--- src/rtl/sram_port_arbiter_pkg.sv ---
// Shared types and constants for the two-port SRAM arbiter.
package sram_pkg;

  typedef enum logic [1:0] {
    IDLE   = 2'd0,
    ACCESS = 2'd1,
    WAIT   = 2'd2,
    RESP   = 2'd3
  } sram_arb_state_t;

  localparam int SRAM_WORD_W = 32;
  localparam int SRAM_BYTES  = 4;
  localparam int PORT_IF     = 0;
  localparam int PORT_LS     = 1;

endpackage

--- src/rtl/sram_port_arbiter_if.sv ---
// Requester-side bus of the SRAM arbiter: both ports' request fields and responses.
import sram_pkg::*;

interface sram_port_arbiter_if #(
  parameter int ADDR_W = 32
) ();
  logic [1:0]                       req_i;
  logic [1:0]                       we_i;
  logic [1:0][ADDR_W-1:0]           addr_i;
  logic [1:0][SRAM_WORD_W-1:0]      wdata_i;
  logic [1:0][SRAM_BYTES-1:0]       be_i;
  logic [1:0]                       gnt_o;
  logic [1:0]                       rsp_valid_o;
  logic                             rsp_err_o;
  logic [SRAM_WORD_W-1:0]           rdata_o;

  modport slave (
    input  req_i, we_i, addr_i, wdata_i, be_i,
    output gnt_o, rsp_valid_o, rsp_err_o, rdata_o
  );

  modport master (
    output req_i, we_i, addr_i, wdata_i, be_i,
    input  gnt_o, rsp_valid_o, rsp_err_o, rdata_o
  );
endinterface

--- src/rtl/sram_port_arbiter_wl_decode.sv ---
// Word index to one-hot wordline decoder with enable.
module sram_wl_decode #(
  parameter int DEPTH = 64,
  parameter int IDX_W = $clog2(DEPTH)
) (
  input  logic             en_i,
  input  logic [IDX_W-1:0] idx_i,
  output logic [DEPTH-1:0] wl_o
);

  always_comb begin
    wl_o = '0;
    if (en_i) wl_o[idx_i] = 1'b1;
  end

endmodule

--- src/rtl/sram_port_arbiter.sv ---
// Two-port SRAM arbiter: grant, one ACCESS cycle to the array, read capture, response.
// Define SRAM_ARB_RR_EN for round-robin arbitration; default is fixed priority to port 1.
module sram_port_arbiter
  import sram_pkg::*;
#(
  parameter int DEPTH  = 64,
  parameter int ADDR_W = 32
) (
  input  logic                   clk,
  input  logic                   rst_n,
  sram_port_arbiter_if.slave     bus,
  output logic [DEPTH-1:0]       sram_wl_o,
  output logic [SRAM_BYTES-1:0]  sram_bsel_o,
  output logic [SRAM_WORD_W-1:0] sram_din_o,
  output logic                   sram_re_o,
  output logic                   sram_we_o,
  input  logic [SRAM_WORD_W-1:0] sram_dout_i
);

  localparam int IDX_W = $clog2(DEPTH);

  sram_arb_state_t        state_q, state_d;
  logic                   port_q, we_q, err_q;
  logic [IDX_W-1:0]       idx_q;
  logic [SRAM_WORD_W-1:0] wdata_q, rdata_q;
  logic [SRAM_BYTES-1:0]  be_q;

  logic                   win, grant, win_oor, wl_en;
  logic [ADDR_W-1:0]      win_addr;
  logic                   unused_addr_bits;

`ifdef SRAM_ARB_RR_EN
  logic ptr_q;

  // On a tie the pointer names the winner; it toggles after every grant.
  always_comb begin
    win = bus.req_i[PORT_LS];
    if (&bus.req_i) win = ptr_q;
  end

  always_ff @(posedge clk) begin
    if (!rst_n)     ptr_q <= 1'b0;
    else if (grant) ptr_q <= ~ptr_q;
  end
`else
  assign win = bus.req_i[PORT_LS];
`endif

  assign grant            = rst_n && (state_q == IDLE) && (|bus.req_i);
  assign bus.gnt_o        = grant ? (2'b01 << win) : 2'b00;
  assign win_addr         = bus.addr_i[win];
  assign win_oor          = |win_addr[ADDR_W-1:IDX_W+2];
  assign unused_addr_bits = ^win_addr[1:0];

  always_ff @(posedge clk) begin
    if (!rst_n) begin
      state_q <= IDLE;
      port_q  <= 1'b0;
      we_q    <= 1'b0;
      err_q   <= 1'b0;
    end else begin
      state_q <= state_d;
      if (grant) begin
        port_q <= win;
        we_q   <= bus.we_i[win];
        err_q  <= win_oor;
      end
    end
  end

  // Datapath holding registers: only observed through state-gated outputs.
  always_ff @(posedge clk) begin
    if (grant) begin
      idx_q   <= win_addr[IDX_W+1:2];
      wdata_q <= bus.wdata_i[win];
      be_q    <= bus.be_i[win];
    end
    if (state_q == WAIT) rdata_q <= sram_dout_i;
  end

  always_comb begin
    state_d         = state_q;
    wl_en           = 1'b0;
    sram_re_o       = 1'b0;
    sram_we_o       = 1'b0;
    sram_bsel_o     = '0;
    sram_din_o      = '0;
    bus.rsp_valid_o = 2'b00;
    bus.rsp_err_o   = 1'b0;
    bus.rdata_o     = '0;
    case (state_q)
      IDLE: if (grant) state_d = win_oor ? RESP : ACCESS;
      ACCESS: begin
        wl_en = 1'b1;
        if (we_q) begin
          sram_we_o   = 1'b1;
          sram_bsel_o = be_q;
          sram_din_o  = wdata_q;
        end else begin
          sram_re_o   = 1'b1;
          sram_bsel_o = '1;
        end
        state_d = WAIT;
      end
      WAIT: state_d = RESP;
      RESP: begin
        bus.rsp_valid_o[port_q] = 1'b1;
        bus.rsp_err_o           = err_q;
        bus.rdata_o             = (we_q || err_q) ? '0 : rdata_q;
        state_d                 = IDLE;
      end
      default: state_d = IDLE;
    endcase
  end

  sram_wl_decode #(.DEPTH(DEPTH), .IDX_W(IDX_W)) u_wl_decode (
    .en_i  (wl_en),
    .idx_i (idx_q),
    .wl_o  (sram_wl_o)
  );

endmodule

--- src/flat_wrapper.sv ---
// flat-port wrapper written by rule: the top's interface ports become plain ports
module sram_port_arbiter_flat import sram_pkg::*;
#(
  parameter int DEPTH  = 64,
  parameter int ADDR_W = 32
)
  (clk, rst_n, sram_wl_o, sram_bsel_o, sram_din_o, sram_re_o, sram_we_o, sram_dout_i, bus_req_i, bus_we_i, bus_addr_i, bus_wdata_i, bus_be_i, bus_gnt_o, bus_rsp_valid_o, bus_rsp_err_o, bus_rdata_o);
  sram_port_arbiter_if #(.ADDR_W(ADDR_W)) bus_i ();
  input  logic clk;
  input  logic rst_n;
  output logic [DEPTH-1:0] sram_wl_o;
  output logic [SRAM_BYTES-1:0] sram_bsel_o;
  output logic [SRAM_WORD_W-1:0] sram_din_o;
  output logic sram_re_o;
  output logic sram_we_o;
  input  logic [SRAM_WORD_W-1:0] sram_dout_i;
  input wire logic [$bits(bus_i.req_i)-1:0] bus_req_i;
  input wire logic [$bits(bus_i.we_i)-1:0] bus_we_i;
  input wire logic [$bits(bus_i.addr_i)-1:0] bus_addr_i;
  input wire logic [$bits(bus_i.wdata_i)-1:0] bus_wdata_i;
  input wire logic [$bits(bus_i.be_i)-1:0] bus_be_i;
  output wire logic [$bits(bus_i.gnt_o)-1:0] bus_gnt_o;
  output wire logic [$bits(bus_i.rsp_valid_o)-1:0] bus_rsp_valid_o;
  output wire logic [$bits(bus_i.rsp_err_o)-1:0] bus_rsp_err_o;
  output wire logic [$bits(bus_i.rdata_o)-1:0] bus_rdata_o;
  assign bus_i.req_i = bus_req_i;
  assign bus_i.we_i = bus_we_i;
  assign bus_i.addr_i = bus_addr_i;
  assign bus_i.wdata_i = bus_wdata_i;
  assign bus_i.be_i = bus_be_i;
  assign bus_gnt_o = bus_i.gnt_o;
  assign bus_rsp_valid_o = bus_i.rsp_valid_o;
  assign bus_rsp_err_o = bus_i.rsp_err_o;
  assign bus_rdata_o = bus_i.rdata_o;
  sram_port_arbiter #(.DEPTH(DEPTH), .ADDR_W(ADDR_W)) u_core (.clk(clk), .rst_n(rst_n), .bus(bus_i), .sram_wl_o(sram_wl_o), .sram_bsel_o(sram_bsel_o), .sram_din_o(sram_din_o), .sram_re_o(sram_re_o), .sram_we_o(sram_we_o), .sram_dout_i(sram_dout_i));
endmodule
--- config.mk ---
export PLATFORM = sky130hd
export DESIGN_NAME = sram_port_arbiter_flat
export DESIGN_NICKNAME = d
export VERILOG_FILES = /design/src/rtl/sram_port_arbiter_pkg.sv /design/src/rtl/sram_port_arbiter_if.sv /design/src/rtl/sram_port_arbiter_wl_decode.sv /design/src/rtl/sram_port_arbiter.sv /design/src/flat_wrapper.sv
export SDC_FILE = /design/constraint.sdc
export NUM_CORES = 1
export LEC_CHECK = 0
export CORE_MARGIN = 8
export CORE_UTILIZATION = 34
export DETAILED_ROUTE_END_ITERATION = 7
export GPL_ROUTABILITY_DRIVEN = 0
export PLACE_DENSITY = 0.86
export SLEW_MARGIN = 20
export SYNTH_ARGS = -nofsm -noshare
export SYNTH_HDL_FRONTEND = slang
export SYNTH_SLANG_ARGS = --single-unit
--- constraint.sdc ---
create_clock -name clk -period 2.7 [get_ports clk]
set_input_delay 0.81 -clock clk [delete_from_list [all_inputs] [get_ports clk]]
set_output_delay 0.81 -clock clk [all_outputs]
set_load 0.1 [all_outputs]
==> results of run 1 <==
-- cells in the mapped netlist (5+ instances only) --
library cell,number
edfxtp_1,74
nor2_1,69
mux2_1,37
and2_1,36
and3_1,33
clkbuf_1,18
nand2_1,13
nor4_1,9
inv_1,8
nor3_1,6
dfxtp_1,5
ha_1,5
mux2_2,5
nand3_1,5
-- cells in the final DEF (no fill, tap or decap), types with 3 or more instances in the layout --
cell type / netlist / routed
nor2_4: 0 / 10
a21boi_2: 0 / 4
buf_12: 0 / 140
dfxtp_1: 5 / 3
bufinv_16: 0 / 4
and2_1: 36 / 35
nor2_2: 0 / 20
clkbuf_16: 0 / 9
mux2_1: 37 / 37
clkdlybuf4s50_1: 0 / 168
buf_4: 4 / 22
nand3_1: 5 / 4
ha_1: 5 / 4
nor2_1: 69 / 39
mux2_2: 5 / 5
inv_1: 8 / 6
and3_1: 33 / 32
nand4_1: 4 / 4
nand2_1: 13 / 12
edfxtp_1: 74 / 74
nor4_1: 9 / 9
-- worst max-delay path, delay by kind of cell (launching register included) --
family,cells,cell delay (ps)
AND/OR/NAND/NOR,3,580
buffers and inverters,3,480
flip-flops,1,340
adder cells (fa/ha/maj),1,150
-- where the power goes --
part | switching [mW] | leakage (nW) | internal (mW)
sequential | 0.119 | 0.732 | 1.72
combinational | 1.93 | 2.65 | 1.12
clock | 0.468 | 0.173 | 0.995
total | 2.52 | 3.56 | 3.84
-- worst paths after layout --
kind,startpoint,endpoint,slack [ps]
worst min-delay path,u_core.err_q,u_core.err_q,530
worst min register to register,u_core.err_q,u_core.err_q,530
worst max register to register,u_core.state_q[1],u_core.idx_q[3],880
worst max-delay path,u_core.state_q[1],sram_wl_o[61],-10
-- per-stage QoR --
stage                     worst slack [ps]  instance area [um^2]  utilization  TNS [ps]  hold slack (ps)
final                                -11.3                  9440        0.792     -12.1              526
after floorplan                       -433                  4260            -    -16620              458
after global routing                 -65.1                  9440        0.792      -205              545
after detailed placement              46.0                  8920        0.749         0              504
after CTS                            0.657                  9380        0.788         0              514
after global placement                60.8                  8920        0.749         0              493
-- cell type report --
type                    instances  area, um^2  share of cell area
multi-input cells             252        1860               0.197
inverters                       8        30.0             0.00318
clock buffers                  10         229              0.0243
clock inverters                 6         133              0.0141
repair buffers                333        4680               0.496
flip-flops and latches         79        2320               0.246
well taps                     147         184              0.0195
-- flip-flops by register name (all words and copies together) (netlist names) --
name,cells
u_core.wdata_q,32
u_core.err_q,1
u_core.idx_q,6
u_core.be_q,4
u_core.port_q,1
u_core.state_q,2
u_core.we_q,1
u_core.rdata_q,32
-- timing repair --
item	4_1_cts	5_1_grt
resized for setup	11	10
hold buffers	0	0
buffers inserted	9	3
pin swaps	1	3
setup endpoints to repair	66	75
-- metal layers --
metal,part of all wire,wire [um]
met5,0,0
met4,0.025,449
met3,0.078,1400
met2,0.57,10200
met1,0.33,5940
-- cell families after synthesis --
kind of cell	Yosys count	synth area share
AOI/OAI and AO/OA	12	0.0222
adders and majority gates	5	0.0152
buffers and inverters	33	0.0347
DFF	79	0.565
muxes	45	0.124
and+or+nand+nor	190	0.239
==> impl_metrics.yaml, run 1 <==
run_status:
  outcome: "finished with violations"
  violations: "setup timing"
global_route:
  grt_antenna_before_repair: 0
  grt_remaining_overflow: 0
  grt_start_max_net_pins: 43
  globalRouteTotalUtil: 0.222
  first_global_vias: 4633
  use_met1: 0.199
  top_usage_layer: "met2"
  grt_pass1_wl_um: 27000
  gr-usage-met2: 0.445
  grt.met3_usage: 0.0755
synthesis:
  yosysWarningCount: 0
  synth-main-ff-cell: "edfxtp_1"
  synth.largest_area_cell: "edfxtp_1"
  synth-edff-count: 74
  seq_area_frac_synth: 0.565
  synthTopCellsByArea: "edfxtp_1, mux2_1, nor2_1, and2_1, and3_1"
  async_flop_share: 0
  area_of_the_mapped_netlist_um2: 4110
  synthCells: 364
  synth_area_per_cell_um2: 11.3
  synth_top_area_share: 0.541
  synth_fp_nets: 543
  post_synth_num_cell_types: 36
  yosys_register_bits: 79
sta:
  final.setup.worst_slack_ps: -11.3
  grt_setup_unrepaired: "true"
  timing.slew.headroom: 0.644
  report.final.setup_viol: 2
  slew_violations: 0
  report.final.hold_viol_count: 0
  finalCritPeriodShare: 1.00
  tightestPinTransition_ps: 529
  achievable-frequency_mhz: 369
  final.min_clock_period_ps: 2710
  finalClockSkew_ps: 6.19
routing:
  drt_first_iter_violations: 225
  post_drt_wl_per_cell_um: 21.5
  route.vias.total: 4148
  postRouteAntennaNets: 0
  detailedRoute.firstPassIterationCount: 6
  vias_per_cell: 4.97
  routed_wirelength_um: 18000
  post-route-drc-count: 0
placed_design:
  dp_hpwl_um: 14900
  port_buffers: 308
  dp.cells: 807
worst_hold_path:
  min_delay_path_depth: 2
  worstHoldPathType: "register to register"
die:
  core_area_um2: 11900
  io-pin-count: 313
  die-area_um2: 15900
  vertical_die_dimension_um: 126
  row_count: 40
  dieWidth_um: 126
  floorplan.initialDensity: 0.345
layout:
  insertedDiodeCount: 0
  syn2layout_area_growth_pct: 130
  fillers: 672
  drive_gt1_frac: 0.353
  finalNetCount: 862
  final_cells: 835
clock_network:
  root_buffer: "clkbuf_16"
  clk_pin_slew_ps: 60
  tritoncts: "yes"
  htreeDepth: 3
  max-clock-path-buffers: 2
  worstSkewPairLatency_ps: 330
  tritoncts_num_sinks: 79
  cts-buffers-inserted: 9
power_and_ir_drop:
  totalPowerFinal_mw: 6.36
  power-per-cell-area_nw_per_um2: 674
  static-leakage-power_nw: 3.56
  vdd_drop_max_mv: 0.500
setup_path:
  cp_max_fo: 6
  critical_path.cell_chain: "inv_2, ha_4, and2b_2, nand4_1, buf_6, nor2_4, buf_12"
  worst_setup_path_end_kind: "output port"
  worst_path_largest_cell_delay_ps: 340
  setup.worst_path.start_class: "register"
  critical_path_required_ps: 1890
  worst_path_max_delay_cell: "dfxtp_2"
  ff2ff_path_depth: 8
  critical_path_class: "register to output port"
  worst-endpoint-arrival_ps: 1900
job:
  maxCapViolCount: 0
Power figures use the tool's default switching activity.
==> run 2: changes to the inputs <==
Settings changed: HOLD_SLACK_MARGIN from default to 0.1.
==> results of run 2 <==
Final layout, timing and power as in run 1 (identical DEF).
==> run 3: changes to the inputs <==
Settings changed: GPL_TIMING_DRIVEN from default to 0.
==> impl_metrics.yaml, run 3 (synthesis gave the netlist of run 1 again) <==
sta:
  grt_setup_unrepaired: "true"
  final.min_clock_period_ps: 2660
  final.setup.worst_slack_ps: 43.5
  finalCritPeriodShare: 0.984
  report.final.hold_viol_count: 0
  achievable-frequency_mhz: 376
  tightestPinTransition_ps: 795
  timing.slew.headroom: 0.470
  report.final.setup_viol: 0
  finalClockSkew_ps: 6.67
  slew_violations: 0
routing:
  vias_per_cell: 4.95
  drt_first_iter_violations: 92
  post_drt_wl_per_cell_um: 20.5
  route.vias.total: 4149
  post-route-drc-count: 0
  routed_wirelength_um: 17200
  detailedRoute.firstPassIterationCount: 4
  postRouteAntennaNets: 0
setup_path:
  worst_path_largest_cell_delay_ps: 340
  critical_path_required_ps: 1890
  worst_setup_path_end_kind: "output port"
  setup.worst_path.start_class: "register"
  r2r_setup_slack_ps: 950
  ff2ff_path_depth: 6
  worst_path_max_delay_cell: "dfxtp_2"
  critical_path.cell_chain: "inv_4, ha_4, and2b_2, nand3_2, nor2_1, buf_6"
  cp_top_family: "simple AND/OR/NAND/NOR gates"
  cp.depth: 6
  worst-endpoint-arrival_ps: 1850
  cp_max_fo: 6
  critical_path_buf_inv_count: 2
  critical_path_class: "register to output port"
clock_network:
  max-clock-path-buffers: 2
  tritoncts: "yes"
  cts-buffers-inserted: 9
  worstSkewPairLatency_ps: 330
  tritoncts_num_sinks: 79
  htreeDepth: 3
  clk_pin_slew_ps: 50
  root_buffer: "clkbuf_16"
layout:
  final_area_um2: 8450
  insertedDiodeCount: 0
  fin_util: 0.709
  layout.cells.most_common: "clkdlybuf4s50_1"
  finalNetCount: 867
  drive_gt1_frac: 0.379
  biggestRegsByFlops: "u_core.rdata_q: 32 flops, u_core.wdata_q: 32 flops, u_core.idx_q: 6 flops"
  final_cell_mix: "clkdlybuf4s50_1, edfxtp_1, buf_6"
  syn2layout_area_growth_pct: 106
worst_hold_path:
  min_delay_path_depth: 2
  worstHoldPathType: "register to register"
power_and_ir_drop:
  power-per-cell-area_nw_per_um2: 684
  vdd_drop_max_mv: 0.344
  static-leakage-power_nw: 3.33
placed_design:
  dp_hpwl_um: 13500
  port_buffers: 308
  postPlaceCellArea_um2: 7550
  dp_slack_ps: -1440
job:
  maxCapViolCount: 0
die:
  dieWidth_um: 126
  core_area_um2: 11900
  row_count: 40
  floorplan.initialDensity: 0.345
  io-pin-count: 313
  die-area_um2: 15900
  vertical_die_dimension_um: 126
run_status:
  outcome: "complete, no violations"
global_route:
  globalRouteTotalUtil: 0.204
  grt_antenna_before_repair: 0
  first_global_vias: 4671
  grt_remaining_overflow: 0
  grt_pass1_wl_um: 25300
  grt_start_max_net_pins: 38
run 3: cell count changes in the layout (fill, tap and decap cells not counted), sizes merged:
| cell | before | now |
|---|---|---|
| buf | 165 | 156 |
| clkbuf | 10 | 19 |
| clkdlybuf4s15 | 0 | 4 |
| bufinv | 4 | 1 |
| clkinv | 1 | 3 |
| clkdlybuf4s50 | 168 | 167 |
| dlymetal6s2s | 0 | 1 |
run 3: path summary, 6_finish.rpt:
| path | from | to |
|---|---|---|
| setup / recovery | u_core.state_q[1] | sram_wl_o[37] |
| hold / removal | u_core.state_q[0] | u_core.state_q[0] |
| setup reg to reg | u_core.state_q[0] | u_core.wdata_q[27] |
| hold reg to reg | u_core.state_q[0] | u_core.state_q[0] |
run 3: final cells by class:
class                   instances  area, um^2
plain buffers                  22         146
flip-flops and latches         79        2320
clock inverters                 5        51.3
clock buffers                   9         225
well taps                     147         184
repair buffers                316        3570
inverters                       8        32.5
fillers                       821        3460
multi-input cells             252        1910
run 3: layer usage:
| metal | GRT usage | up-vias | routed length, um |
|---|---|---|---|
| met4 | 0.0821 | 0 | 394 |
| met2 | 0.399 | 236 | 9600 |
| li1 | - | 1936 | - |
| met3 | 0.0747 | 24 | 1410 |
| met5 | 0 | - | 0 |
| met1 | 0.185 | 1953 | 5750 |
run 3: metrics by stage:
step | setup TNS [ps] | hold WS [ps] | instances | power [mW]
final | 0 | 508 | 838 | 5.78
after CTS | -897 | 533 | 835 | 5.70
after global routing | -174 | 531 | 838 | 6.00
after floorplan | -16620 | 458 | 364 | 3.57
after detailed placement | -110100 | 496 | 820 | 4.40
after global placement | -130360 | 491 | 819 | 4.31
run 3: power breakdown:
group	internal [mW]	switching [mW]
clock	0.699	0.453
sequential	1.72	0.109
combinational	0.911	1.89
run 3: worst reg2reg max path, stage by stage, from the launching register on:
cell and delay [ps]:
dfxtp_2 340, inv_1 110, ha_1 260, o21a_2 180, nand2_2 90, inv_2 180
buf_12 260
run 3: timing repair:
item                        CTS  global route
pin swaps                     3             3
setup endpoints to repair   139            77
setup buffers                 3             4
hold endpoints to repair      0             0
gates resized for setup    1019            70
hold buffers                  0             0
cloned                        0             0
